===== config.mk =====
export PLATFORM = sky130hd
export DESIGN_NAME = hazard_unit
export DESIGN_NICKNAME = d
export VERILOG_FILES = /design/src/rtl/hazard_unit_pkg.sv /design/src/rtl/hazard_unit_forward.sv /design/src/rtl/hazard_unit.sv
export SDC_FILE = /design/constraint.sdc
export NUM_CORES = 1
export LEC_CHECK = 0
export ABC_AREA = 1
export BUFFER_PORTS_ARGS = -buffer_cell sky130_fd_sc_hd__buf_2
export CAP_MARGIN = 5
export CORE_MARGIN = 5
export CORE_UTILIZATION = 35
export CTS_BUF_LIST = sky130_fd_sc_hd__clkbuf_8
export CTS_CLUSTER_DIAMETER = 150
export CTS_CLUSTER_SIZE = 14
export DETAILED_ROUTE_END_ITERATION = 7
export PLACE_DENSITY = 0.68
export SLEW_MARGIN = 5
export SYNTH_ARGS = -nofsm -noshare
export SYNTH_HDL_FRONTEND = slang
export SYNTH_SLANG_ARGS = --single-unit

===== constraint.sdc =====
create_clock -name clk -period 1.8 [get_ports clk]
set_clock_uncertainty 0.1 [all_clocks]
set_input_delay 0.18 -clock clk [delete_from_list [all_inputs] [get_ports clk]]
set_output_delay 0.18 -clock clk [all_outputs]
set_load 0.01 [all_outputs]

===== src/rtl/hazard_unit_pkg.sv =====
// Shared pipeline encodings: forwarding selects, memory-FSM states and the load ResultSrc code.
package hazard_unit_pkg;

  localparam logic [1:0] FWD_RF  = 2'b00;
  localparam logic [1:0] FWD_WB  = 2'b01;
  localparam logic [1:0] FWD_MEM = 2'b10;

  // ResultSrcE value that marks a load in Execute; LoadE is derived from it upstream.
  localparam logic [1:0] RESULT_SRC_LOAD = 2'b01;

  typedef enum logic {
    ST_IDLE = 1'b0,
    ST_WAIT = 1'b1
  } mem_state_e;

endpackage


===== src/rtl/hazard_unit_forward.sv =====
// Per-operand forwarding select; purely combinational, Memory-stage result wins over Writeback.
module forward_unit
  import hazard_unit_pkg::*;
(
  input  logic [4:0] rs_e_i,
  input  logic [4:0] rd_m_i,
  input  logic [4:0] rd_w_i,
  input  logic       reg_write_m_i,
  input  logic       reg_write_w_i,
  output logic [1:0] fwd_o
);

  always_comb begin
    fwd_o = FWD_RF;
    // x0 is hardwired to zero, so a write to it must never be forwarded.
    if (reg_write_m_i && (rs_e_i != 5'd0) && (rd_m_i == rs_e_i)) begin
      fwd_o = FWD_MEM;
    end else if (reg_write_w_i && (rs_e_i != 5'd0) && (rd_w_i == rs_e_i)) begin
      fwd_o = FWD_WB;
    end
  end

endmodule


===== src/rtl/hazard_unit.sv =====
// Pipeline hazard control: operand forwarding, load-use/branch stall-flush, and a data-memory wait FSM
// with timeout. State updates on the falling clock edge to line up with the pipeline registers.
module hazard_unit
  import hazard_unit_pkg::*;
#(
  parameter int MAX_WAIT = 15
) (
  input  logic       clk,
  input  logic       reset,
  input  logic [4:0] Rs1D,
  input  logic [4:0] Rs2D,
  input  logic [4:0] Rs1E,
  input  logic [4:0] Rs2E,
  input  logic [4:0] RdE,
  input  logic [4:0] RdM,
  input  logic [4:0] RdW,
  input  logic       RegWriteM,
  input  logic       RegWriteW,
  input  logic       LoadE,
  input  logic       PCSrcE,
  input  logic       MemAccessM,
  input  logic       mem_ready,
  output logic [1:0] ForwardAE,
  output logic [1:0] ForwardBE,
  output logic       StallF,
  output logic       StallD,
  output logic       StallE,
  output logic       StallM,
  output logic       FlushD,
  output logic       FlushE,
  output logic       mem_req,
  output logic       mem_err
);

  localparam int CNT_W = (MAX_WAIT < 1) ? 1 : $clog2(MAX_WAIT + 1);
  localparam logic [CNT_W-1:0] CNT_MAX = CNT_W'(MAX_WAIT);

  mem_state_e       state_q, state_d;
  logic [CNT_W-1:0] wait_cnt_q, wait_cnt_d;
  logic             mem_err_q, mem_err_d;
  logic             lw_stall;
  logic             mem_stall;

  forward_unit u_fwd_a (
    .rs_e_i        (Rs1E),
    .rd_m_i        (RdM),
    .rd_w_i        (RdW),
    .reg_write_m_i (RegWriteM),
    .reg_write_w_i (RegWriteW),
    .fwd_o         (ForwardAE)
  );

  forward_unit u_fwd_b (
    .rs_e_i        (Rs2E),
    .rd_m_i        (RdM),
    .rd_w_i        (RdW),
    .reg_write_m_i (RegWriteM),
    .reg_write_w_i (RegWriteW),
    .fwd_o         (ForwardBE)
  );

  assign lw_stall = LoadE && (RdE != 5'd0) && ((RdE == Rs1D) || (RdE == Rs2D));

  always_ff @(negedge clk or negedge reset) begin
    if (!reset) begin
      state_q    <= ST_IDLE;
      wait_cnt_q <= '0;
      mem_err_q  <= 1'b0;
    end else begin
      state_q    <= state_d;
      wait_cnt_q <= wait_cnt_d;
      mem_err_q  <= mem_err_d;
    end
  end

  always_comb begin
    state_d    = state_q;
    wait_cnt_d = wait_cnt_q;
    mem_err_d  = mem_err_q;
    mem_stall  = 1'b0;
    mem_req    = 1'b0;
    unique case (state_q)
      ST_IDLE: begin
        if (MemAccessM) begin
          mem_stall  = 1'b1;
          mem_req    = 1'b1;
          state_d    = ST_WAIT;
          wait_cnt_d = '0;
        end
      end
      ST_WAIT: begin
        mem_req = 1'b1;
        // A completion arriving on the limit cycle is a success, not a timeout.
        if (mem_ready) begin
          state_d = ST_IDLE;
        end else if (wait_cnt_q == CNT_MAX) begin
          state_d   = ST_IDLE;
          mem_err_d = 1'b1;
        end else begin
          mem_stall  = 1'b1;
          wait_cnt_d = wait_cnt_q + CNT_W'(1);
        end
      end
      default: state_d = ST_IDLE;
    endcase
    if (!reset) begin
      mem_stall = 1'b0;
      mem_req   = 1'b0;
    end
  end

  always_comb begin
    StallF = 1'b0;
    StallD = 1'b0;
    StallE = 1'b0;
    StallM = 1'b0;
    FlushD = 1'b0;
    FlushE = 1'b0;
    if (!reset) begin
      StallF = 1'b0;
    end else if (mem_stall) begin
      // Freezing the whole pipe takes precedence; flushing now would lose the held instructions.
      StallF = 1'b1;
      StallD = 1'b1;
      StallE = 1'b1;
      StallM = 1'b1;
    end else begin
      StallF = lw_stall;
      StallD = lw_stall;
      FlushD = PCSrcE;
      FlushE = lw_stall | PCSrcE;
    end
  end

  assign mem_err = mem_err_q;

endmodule


==> results.sh, run 1 <==
export IMPL_outcome="finished with violations"
export IMPL_violations_in_the_final_reports="negative setup slack"
export IMPL_layout_setup_ws_ns=-0.846
export IMPL_cts_htree_levels=1
export IMPL_postRouteAntennaNets=0
export IMPL_grt_pass1_wl_mm=3.95
export IMPL_die_width_um=59.7
export IMPL_drt_first_pass_iters=4
export IMPL_viasPerCell=4.37
export IMPL_cts_hold_buffers=0
export IMPL_seq_area_frac_synth_pct=17.4
export IMPL_dieHeight_um=59.7
export IMPL_timing_rr_start="wait_cnt_q[1]"
export IMPL_worstSetupPathType="flip-flop to primary output"
export IMPL_crit_path_start="wait_cnt_q[1]"
export IMPL_final_stage_net_count=260
export IMPL_start_util_pct=35.8
export IMPL_globalRouteTotalUtil_pct=14.0
export IMPL_finalHoldWorstSlack_ns=0.338
export IMPL_cell_taking_the_most_area_after_synthesis="sky130_fd_sc_hd__dfrtn_1"
export IMPL_finish_cell_count_without_fillers=244
export IMPL_drc=0
export IMPL_post_synth_top_area_fraction_pct=17.4
export IMPL_largest_net_degree_at_the_start_of_global_routing=9
export IMPL_place_gp_congestion=0.828
export IMPL_share_of_final_layout_standard_cells_stronger_than_drive_strength_1_pct=45.3
export IMPL_io_pins=55
export IMPL_wirelength_mm=2.43
export IMPL_post_synth_cell_area_avg_um2=6.04
export IMPL_dp_cells=234
export IMPL_ys_top_cells_by_area="sky130_fd_sc_hd__dfrtn_1 (17%), sky130_fd_sc_hd__nand2_1 (17%), sky130_fd_sc_hd__xnor2_1 (11%)"
export IMPL_wl_per_instance_um=9.95
export IMPL_synthToLayoutAreaGrowth_pct=57.7
export IMPL_cp_data_arrival_time_ns=2.37
export IMPL_static_leakage_power_nw=0.788
export IMPL_p_switching_mw=0.238
export IMPL_report_final_slew_viol_count=0
export IMPL_worst_endpoint_required_ns=1.52
export IMPL_r2r_setup_slk_ns=0.32
export IMPL_number_of_global_route_vias_before_repair=994
export IMPL_core_mm2=0.00241
export IMPL_clk_pin_slew_ns=0.03
export IMPL_clock_latency_late_sink_ns=0.24
export IMPL_numPortBuffers=54
export IMPL_combinational_share_of_power_pct=49.0
export IMPL_worst_pin_slew_ns=0.297
export IMPL_antenna_violations_before_repair=0
export IMPL_power_switching_fraction_pct=32.4
export IMPL_layout_core_utilization_pct=56.5
export IMPL_pre_cts_slack_ns=-0.604
export IMPL_fin_tns_setup_ns=-5.79
export IMPL_setup_repair_after_global_routing_missed_its_margin="yes"
export IMPL_netlist_area_um2=863
export IMPL_syn_nets=187
export IMPL_critPathCapture="FlushE"
export IMPL_finalHoldViolations=0
export IMPL_dieArea_mm2=0.00356
export IMPL_vdd_ir_drop_max_mv=0.421
export IMPL_placementRows=18
export IMPL_worst_setup_path_start_kind="flip-flop"
export IMPL_timing_slew_headroom_pct=80.0
export IMPL_yosysUniqueCellTypes=28
export IMPL_drt_first_iter_violations=25
export IMPL_place_hpwl_mm=2.03
export IMPL_power_share_clock_pct=27.6
export IMPL_path_max_fanout=4
export IMPL_num_antenna_cells=0
export IMPL_regToRegEndpoint="wait_cnt_q[2]"
export IMPL_tritoncts="done"
export IMPL_gr_total_overflow=0
export IMPL_timing_hold_worst_class="flip-flop to flip-flop"
export IMPL_vias=1066
export IMPL_maxCapViolations=0
export IMPL_power_report_internal_total_mw=0.497
export IMPL_cts_root_to_sink_buffers=2
export IMPL_cp_end_kind="primary output"
export IMPL_finalSetupViolCount=11
export IMPL_numClockSinks=6
export IMPL_ctsRootBufferMaster="sky130_fd_sc_hd__clkbuf_8"
export IMPL_cts_inserted_buffers=3
export IMPL_count_of_synthesis_stage_warnings_from_yosys=0
export IMPL_postSynthCellCount=143
export IMPL_power_density_mw_per_mm2=540
export IMPL_power_frac_seq_pct=23.4
export IMPL_r2r_cells=8
export IMPL_ys_seq_elements=6
==> layout make-up <==
| class | count | area (um2) |
|---|---|---|
| multi-input combinational | 107 | 622 |
| sequential | 6 | 150 |
| inverter | 28 | 105 |
| fill | 251 | 1050 |
| timing repair buffer | 70 | 405 |
| tap | 30 | 37.5 |
| clock buffer | 3 | 41.3 |
==> power groups by stage <==
stage | logic [mW] | registers (mW) | clock network [mW]
after floorplan | 0.155 | 0.173 | 0
after global placement | 0.300 | 0.171 | 0
after detailed placement | 0.303 | 0.173 | 0
after CTS | 0.332 | 0.171 | 0.207
after global routing | 0.400 | 0.173 | 0.222
final | 0.360 | 0.172 | 0.203
==> worst min path at each step <==
stage | startpoint | end | slack [ns] | depth (start not counted)
floorplan | wait_cnt_q[0] | wait_cnt_q[0] | 0.32 | 1
global placement | mem_err | mem_err | 0.31 | 2
detailed placement | mem_err | mem_err | 0.35 | 2
CTS | mem_err | mem_err | 0.35 | 2
global route | mem_err | mem_err | 0.38 | 2
finish | mem_err | mem_err | 0.34 | 2
==> cell usage after synthesis <==
cell	count
sky130_fd_sc_hd__nand2_1	38
sky130_fd_sc_hd__inv_1	22
sky130_fd_sc_hd__nor2_1	17
sky130_fd_sc_hd__xnor2_1	11
sky130_fd_sc_hd__dfrtn_1	6
sky130_fd_sc_hd__inv_2	6
sky130_fd_sc_hd__nor3_1	5
sky130_fd_sc_hd__xor2_1	5
sky130_fd_sc_hd__nand3_1	4
sky130_fd_sc_hd__nand4_1	4
sky130_fd_sc_hd__nand2_2	3
sky130_fd_sc_hd__a21oi_2	2
sky130_fd_sc_hd__buf_4	2
sky130_fd_sc_hd__o211ai_1	2
sky130_fd_sc_hd__o21ai_0	2
sky130_fd_sc_hd__or2_1	2
sky130_fd_sc_hd__a21boi_0	1
sky130_fd_sc_hd__a21oi_1	1
sky130_fd_sc_hd__a22o_1	1
sky130_fd_sc_hd__ha_1	1
sky130_fd_sc_hd__nand3_2	1
sky130_fd_sc_hd__nor2_2	1
sky130_fd_sc_hd__nor2_4	1
sky130_fd_sc_hd__nor3_2	1
sky130_fd_sc_hd__nor4_2	1
sky130_fd_sc_hd__o21ai_1	1
sky130_fd_sc_hd__o22ai_1	1
sky130_fd_sc_hd__o31ai_1	1
==> flip-flops by register name (all words and copies together), names as in the netlist <==
signal	flops
wait_cnt_q	4
mem_err	1
state_q	1
==> layout by cell type, fill, tap and decap left out, types with 4 or more instances in the layout <==
| cell type | n |
|---|---|
| sky130_fd_sc_hd__inv_2 | 7 |
| sky130_fd_sc_hd__buf_6 | 4 |
| sky130_fd_sc_hd__xnor2_1 | 10 |
| sky130_fd_sc_hd__nor2_2 | 4 |
| sky130_fd_sc_hd__nand3_1 | 4 |
| sky130_fd_sc_hd__nor2_1 | 13 |
| sky130_fd_sc_hd__buf_4 | 12 |
| sky130_fd_sc_hd__nand2_1 | 38 |
| sky130_fd_sc_hd__dfrtn_1 | 6 |
| sky130_fd_sc_hd__inv_1 | 21 |
| sky130_fd_sc_hd__buf_2 | 54 |
| sky130_fd_sc_hd__nor3_1 | 5 |
| sky130_fd_sc_hd__xor2_1 | 5 |
| sky130_fd_sc_hd__nand4_1 | 4 |
==> critical path, cell delays in order, from the launching register on <==
cell	delay, ns
sky130_fd_sc_hd__dfrtn_1	0.41
sky130_fd_sc_hd__ha_2	0.19
sky130_fd_sc_hd__nand3_2	0.07
sky130_fd_sc_hd__nand2_2	0.08
sky130_fd_sc_hd__inv_2	0.05
sky130_fd_sc_hd__nor2_4	0.12
sky130_fd_sc_hd__nand2_2	0.08
sky130_fd_sc_hd__a21oi_2	0.09
sky130_fd_sc_hd__buf_2	0.13
==> timing repair <==
action                     4_1_cts  5_1_grt
setup endpoints to repair        9       12
pin swaps                        2        5
resized for setup                6        5
setup buffers                    4        4
==> cells by family (layout without fill, tap and decap cells) <==
| group | after synthesis | in the layout | synth area share [%] |
|---|---|---|---|
| AOI/OAI and AO/OA | 12 | 12 | 9.57 |
| and+or+nand+nor | 78 | 78 | 41.4 |
| buffers and inverters | 30 | 101 | 13.9 |
| adders and majority gates | 1 | 1 | 1.45 |
| xor gates and xnor gates | 16 | 16 | 16.2 |
| DFF | 6 | 6 | 17.4 |
==> layer usage <==
| layer | GRT usage (%) | vias to the layer above | share of wire (%) |
|---|---|---|---|
| met4 | 1.90 | 0 | 0.25 |
| met3 | 2.59 | 2 | 4.9 |
| li1 | - | 583 | - |
| met1 | 16.8 | 457 | 42 |
| met5 | 0 | - | 0 |
| met2 | 25.9 | 24 | 53 |
==> through the flow <==
stage | instance area (um2) | power (mW)
floorplan | 871 | 0.328
global placement | 1230 | 0.471
detailed placement | 1230 | 0.475
CTS | 1320 | 0.710
global route | 1360 | 0.795
finish | 1360 | 0.735
(Power assumes the default switching activity.)
==> run 2, diff against run 1 <==
ABC_AREA = unset   (was 1)
PLACE_DENSITY = 0.71   (was 0.68)
==> run 2 against run 1 <==
Net effect: via count shrank 16%; die area shrank 11%; synthesized cell count is 41% lower; routed wire length shrank 1.2%; cell count down 25%; count of clock-buffer cells in the layout is the same; final area fell by 1.7%; sequential power is essentially flat; area after synthesis fell by 13%; critical path depth down 2; largest power group unchanged; combinational power down 3%; the run still ends with negative setup slack left; utilization is 10 points higher.
==> results.sh, run 2 <==
export IMPL_ys_top_cells_by_area="sky130_fd_sc_hd__dfrtn_1 (20%), sky130_fd_sc_hd__xnor2_1 (20%), sky130_fd_sc_hd__xor2_1 (16%)"
export IMPL_grt_pass1_wl_mm=3.89
export IMPL_vdd_ir_drop_max_mv=0.390
export IMPL_clock_latency_late_sink_ns=0.24
export IMPL_seq_area_frac_synth_pct=20.0
export IMPL_synth_top_cells_by_count="sky130_fd_sc_hd__xnor2_1 (17), sky130_fd_sc_hd__xor2_1 (14), sky130_fd_sc_hd__dfrtn_1 (6), sky130_fd_sc_hd__nand3_1 (6)"
export IMPL_io_pins=55
export IMPL_dieArea_mm2=0.00318
export IMPL_static_leakage_power_nw=0.640
export IMPL_path_max_fanout=3
export IMPL_setup_repair_after_global_routing_missed_its_margin="yes"
export IMPL_ys_seq_elements=6
export IMPL_wl_met3_um=219
export IMPL_cts_root_to_sink_buffers=2
export IMPL_drt_first_pass_iters=4
export IMPL_placementRows=16
export IMPL_drc=0
export IMPL_mostFrequentLayoutCell="sky130_fd_sc_hd__buf_2"
export IMPL_cell_taking_the_most_area_after_synthesis="sky130_fd_sc_hd__dfrtn_1"
export IMPL_timing_hold_worst_class="flip-flop to flip-flop"
export IMPL_yosys_cell_count_top_type="sky130_fd_sc_hd__xnor2_1"
export IMPL_start_util_pct=37.6
export IMPL_drt_first_iter_violations=3
export IMPL_detail_route_wirelength_met1_um=866
export IMPL_cts_inserted_buffers=3
export IMPL_design_power_total_mw=0.717
export IMPL_dr_wl_met2_mm=1.28
export IMPL_place_gp_congestion=0.801
export IMPL_worst_setup_path_start_kind="flip-flop"
export IMPL_core_mm2=0.00200
export IMPL_worst_endpoint_required_ns=1.52
export IMPL_clk_pin_slew_ns=0.03
export IMPL_layout_setup_ws_ns=-0.829
export IMPL_synth_top_flop_cell="sky130_fd_sc_hd__dfrtn_1"
export IMPL_share_of_final_layout_standard_cells_stronger_than_drive_strength_1_pct=60.3
export IMPL_count_of_synthesis_stage_warnings_from_yosys=0
export IMPL_report_final_slew_viol_count=0
export IMPL_finalHoldViolations=0
export IMPL_maxCapViolations=0
export IMPL_timing_slew_headroom_pct=66.6
export IMPL_wirelength_mm=2.40
export IMPL_final_cell_mix="sky130_fd_sc_hd__buf_2 (48), sky130_fd_sc_hd__xnor2_1 (16), sky130_fd_sc_hd__buf_4 (15)"
export IMPL_yosysUniqueCellTypes=27
export IMPL_power_density_mw_per_mm2=536
export IMPL_flip_flop_count_of_the_largest_register_after_layout=4
export IMPL_gr_total_overflow=0
export IMPL_netlist_area_um2=752
export IMPL_globalRouteTotalUtil_pct=15.0
export IMPL_numPortBuffers=54
export IMPL_cp_data_arrival_time_ns=2.35
export IMPL_postRouteAntennaNets=0
export IMPL_wl_per_instance_um=13.1
export IMPL_place_hpwl_mm=1.98
export IMPL_finalSetupViolCount=8
export IMPL_outcome="finished with violations"
export IMPL_top_register="wait_cnt_q"
export IMPL_final_stage_net_count=202
export IMPL_dieHeight_um=56.4
export IMPL_post_synth_top_area_fraction_pct=20.0
export IMPL_violations_in_the_final_reports="negative setup slack"
export IMPL_antenna_violations_before_repair=0
export IMPL_worst_pin_slew_ns=0.501
export IMPL_vias=898
export IMPL_synthToLayoutAreaGrowth_pct=78.0
export IMPL_finalHoldWorstSlack_ns=0.451
export IMPL_post_synth_cell_area_avg_um2=8.85
export IMPL_async_reset_ff_share_pct=100
export IMPL_postSynthCellCount=85
export IMPL_placedInstanceArea_mm2=0.00119
export IMPL_numClockSinks=6
export IMPL_tritoncts="done"
export IMPL_finish_instance_area_mm2=0.00134
export IMPL_largest_net_degree_at_the_start_of_global_routing=8
export IMPL_synth_edff_count=0
export IMPL_cts_htree_levels=1
export IMPL_worstSetupPathType="flip-flop to primary output"
export IMPL_ctsRootBufferMaster="sky130_fd_sc_hd__clkbuf_8"
export IMPL_cp_end_kind="primary output"
export IMPL_viasPerCell=4.91
export IMPL_die_width_um=56.4
export IMPL_maxUsedRoutingLayer="met4"
export IMPL_cts_hold_buffers=0
export IMPL_syn_nets=129
export IMPL_num_antenna_cells=0
export IMPL_pre_cts_slack_ns=-0.572
export IMPL_number_of_global_route_vias_before_repair=986
[run 2: cell count changes after synthesis, sizes merged, moves of 2 or more]
cell | before | now
a21oi | 3 | 1
and2 | 0 | 2
inv | 28 | 1
nand2 | 41 | 5
nor2 | 19 | 5
nor3 | 6 | 2
nor4 | 1 | 4
or2 | 2 | 0
or4 | 0 | 3
xnor2 | 11 | 17
xor2 | 5 | 14
[run 2: timing repair]
item,CTS,global route
setup buffers,4,2
gates cloned,0,0
pin swaps,3,3
endpoints found under the setup margin,9,12
gates resized for setup,9,5
[run 2: area by class of cell]
class	count	area, um2
Inverter	1	3.75
Tap cell	27	33.8
Clock buffer	3	41.3
Timing Repair Buffer	70	432
Sequential cell	6	150
Fill cell	150	663
Multi-Input combinational cell	76	678
[run 2: per-stage QoR]
| step | util (%) | setup TNS (ns) | std cells |
|---|---|---|---|
| 6_report | 66.9 | -5.06 | 183 |
| 4_1_cts | 65.3 | -5.08 | 182 |
| 3_5_place_dp | 59.4 | -4.08 | 175 |
| 2_1_floorplan | - | -2.92 | 85 |
| 5_1_grt | 66.9 | -5.47 | 183 |
| 3_3_place_gp | 59.4 | -3.88 | 175 |
[run 2: routing by layer]
| metal | up-vias | GRT usage, % |
|---|---|---|
| li1 | 444 | - |
| met1 | 410 | 15.2 |
| met3 | 4 | 4.13 |
| met4 | 0 | 7.12 |
| met2 | 40 | 28.0 |
| met5 | - | 0 |
[run 2: logic make-up after synthesis]
| family | Yosys count | share of synthesized area (%) |
|---|---|---|
| flops | 6 | 20.0 |
| compound gates | 9 | 8.49 |
| fa+ha+maj | 1 | 1.66 |
| simple gates | 35 | 31.3 |
| buf+inv | 3 | 2.49 |
| xor+xnor | 31 | 36.1 |
[run 2: worst paths after layout]
kind	start	end	slack, ns	cells after the start
worst max-delay path	wait_cnt_q[0]	FlushE	-0.83	6
worst min-delay path	wait_cnt_q[0]	wait_cnt_q[0]	0.45	2
worst max register to register	wait_cnt_q[0]	wait_cnt_q[3]	0.42	6
worst min register to register	wait_cnt_q[0]	wait_cnt_q[0]	0.45	2
max in group asynchronous	reset	state_q	0.80	2
min in group asynchronous	reset	wait_cnt_q[0]	0.46	1
[run 2: critical path, cell delays in order, from the launching register on]
cell and delay [ns]:
sky130_fd_sc_hd__dfrtn_1 0.41, sky130_fd_sc_hd__ha_2 0.19, sky130_fd_sc_hd__nand3_2 0.09, sky130_fd_sc_hd__nand2_4 0.10, sky130_fd_sc_hd__nand4_1 0.16, sky130_fd_sc_hd__o31ai_4 0.09, sky130_fd_sc_hd__buf_2 0.16
[run 2: where the power goes]
part | internal [mW] | total [mW] | switching, mW | leakage, nW
registers | 0.158 | 0.171 | 0.0136 | 0.0798
logic | 0.187 | 0.348 | 0.160 | 0.538
clock network | 0.143 | 0.198 | 0.0545 | 0.0216
total | 0.488 | 0.717 | 0.229 | 0.640
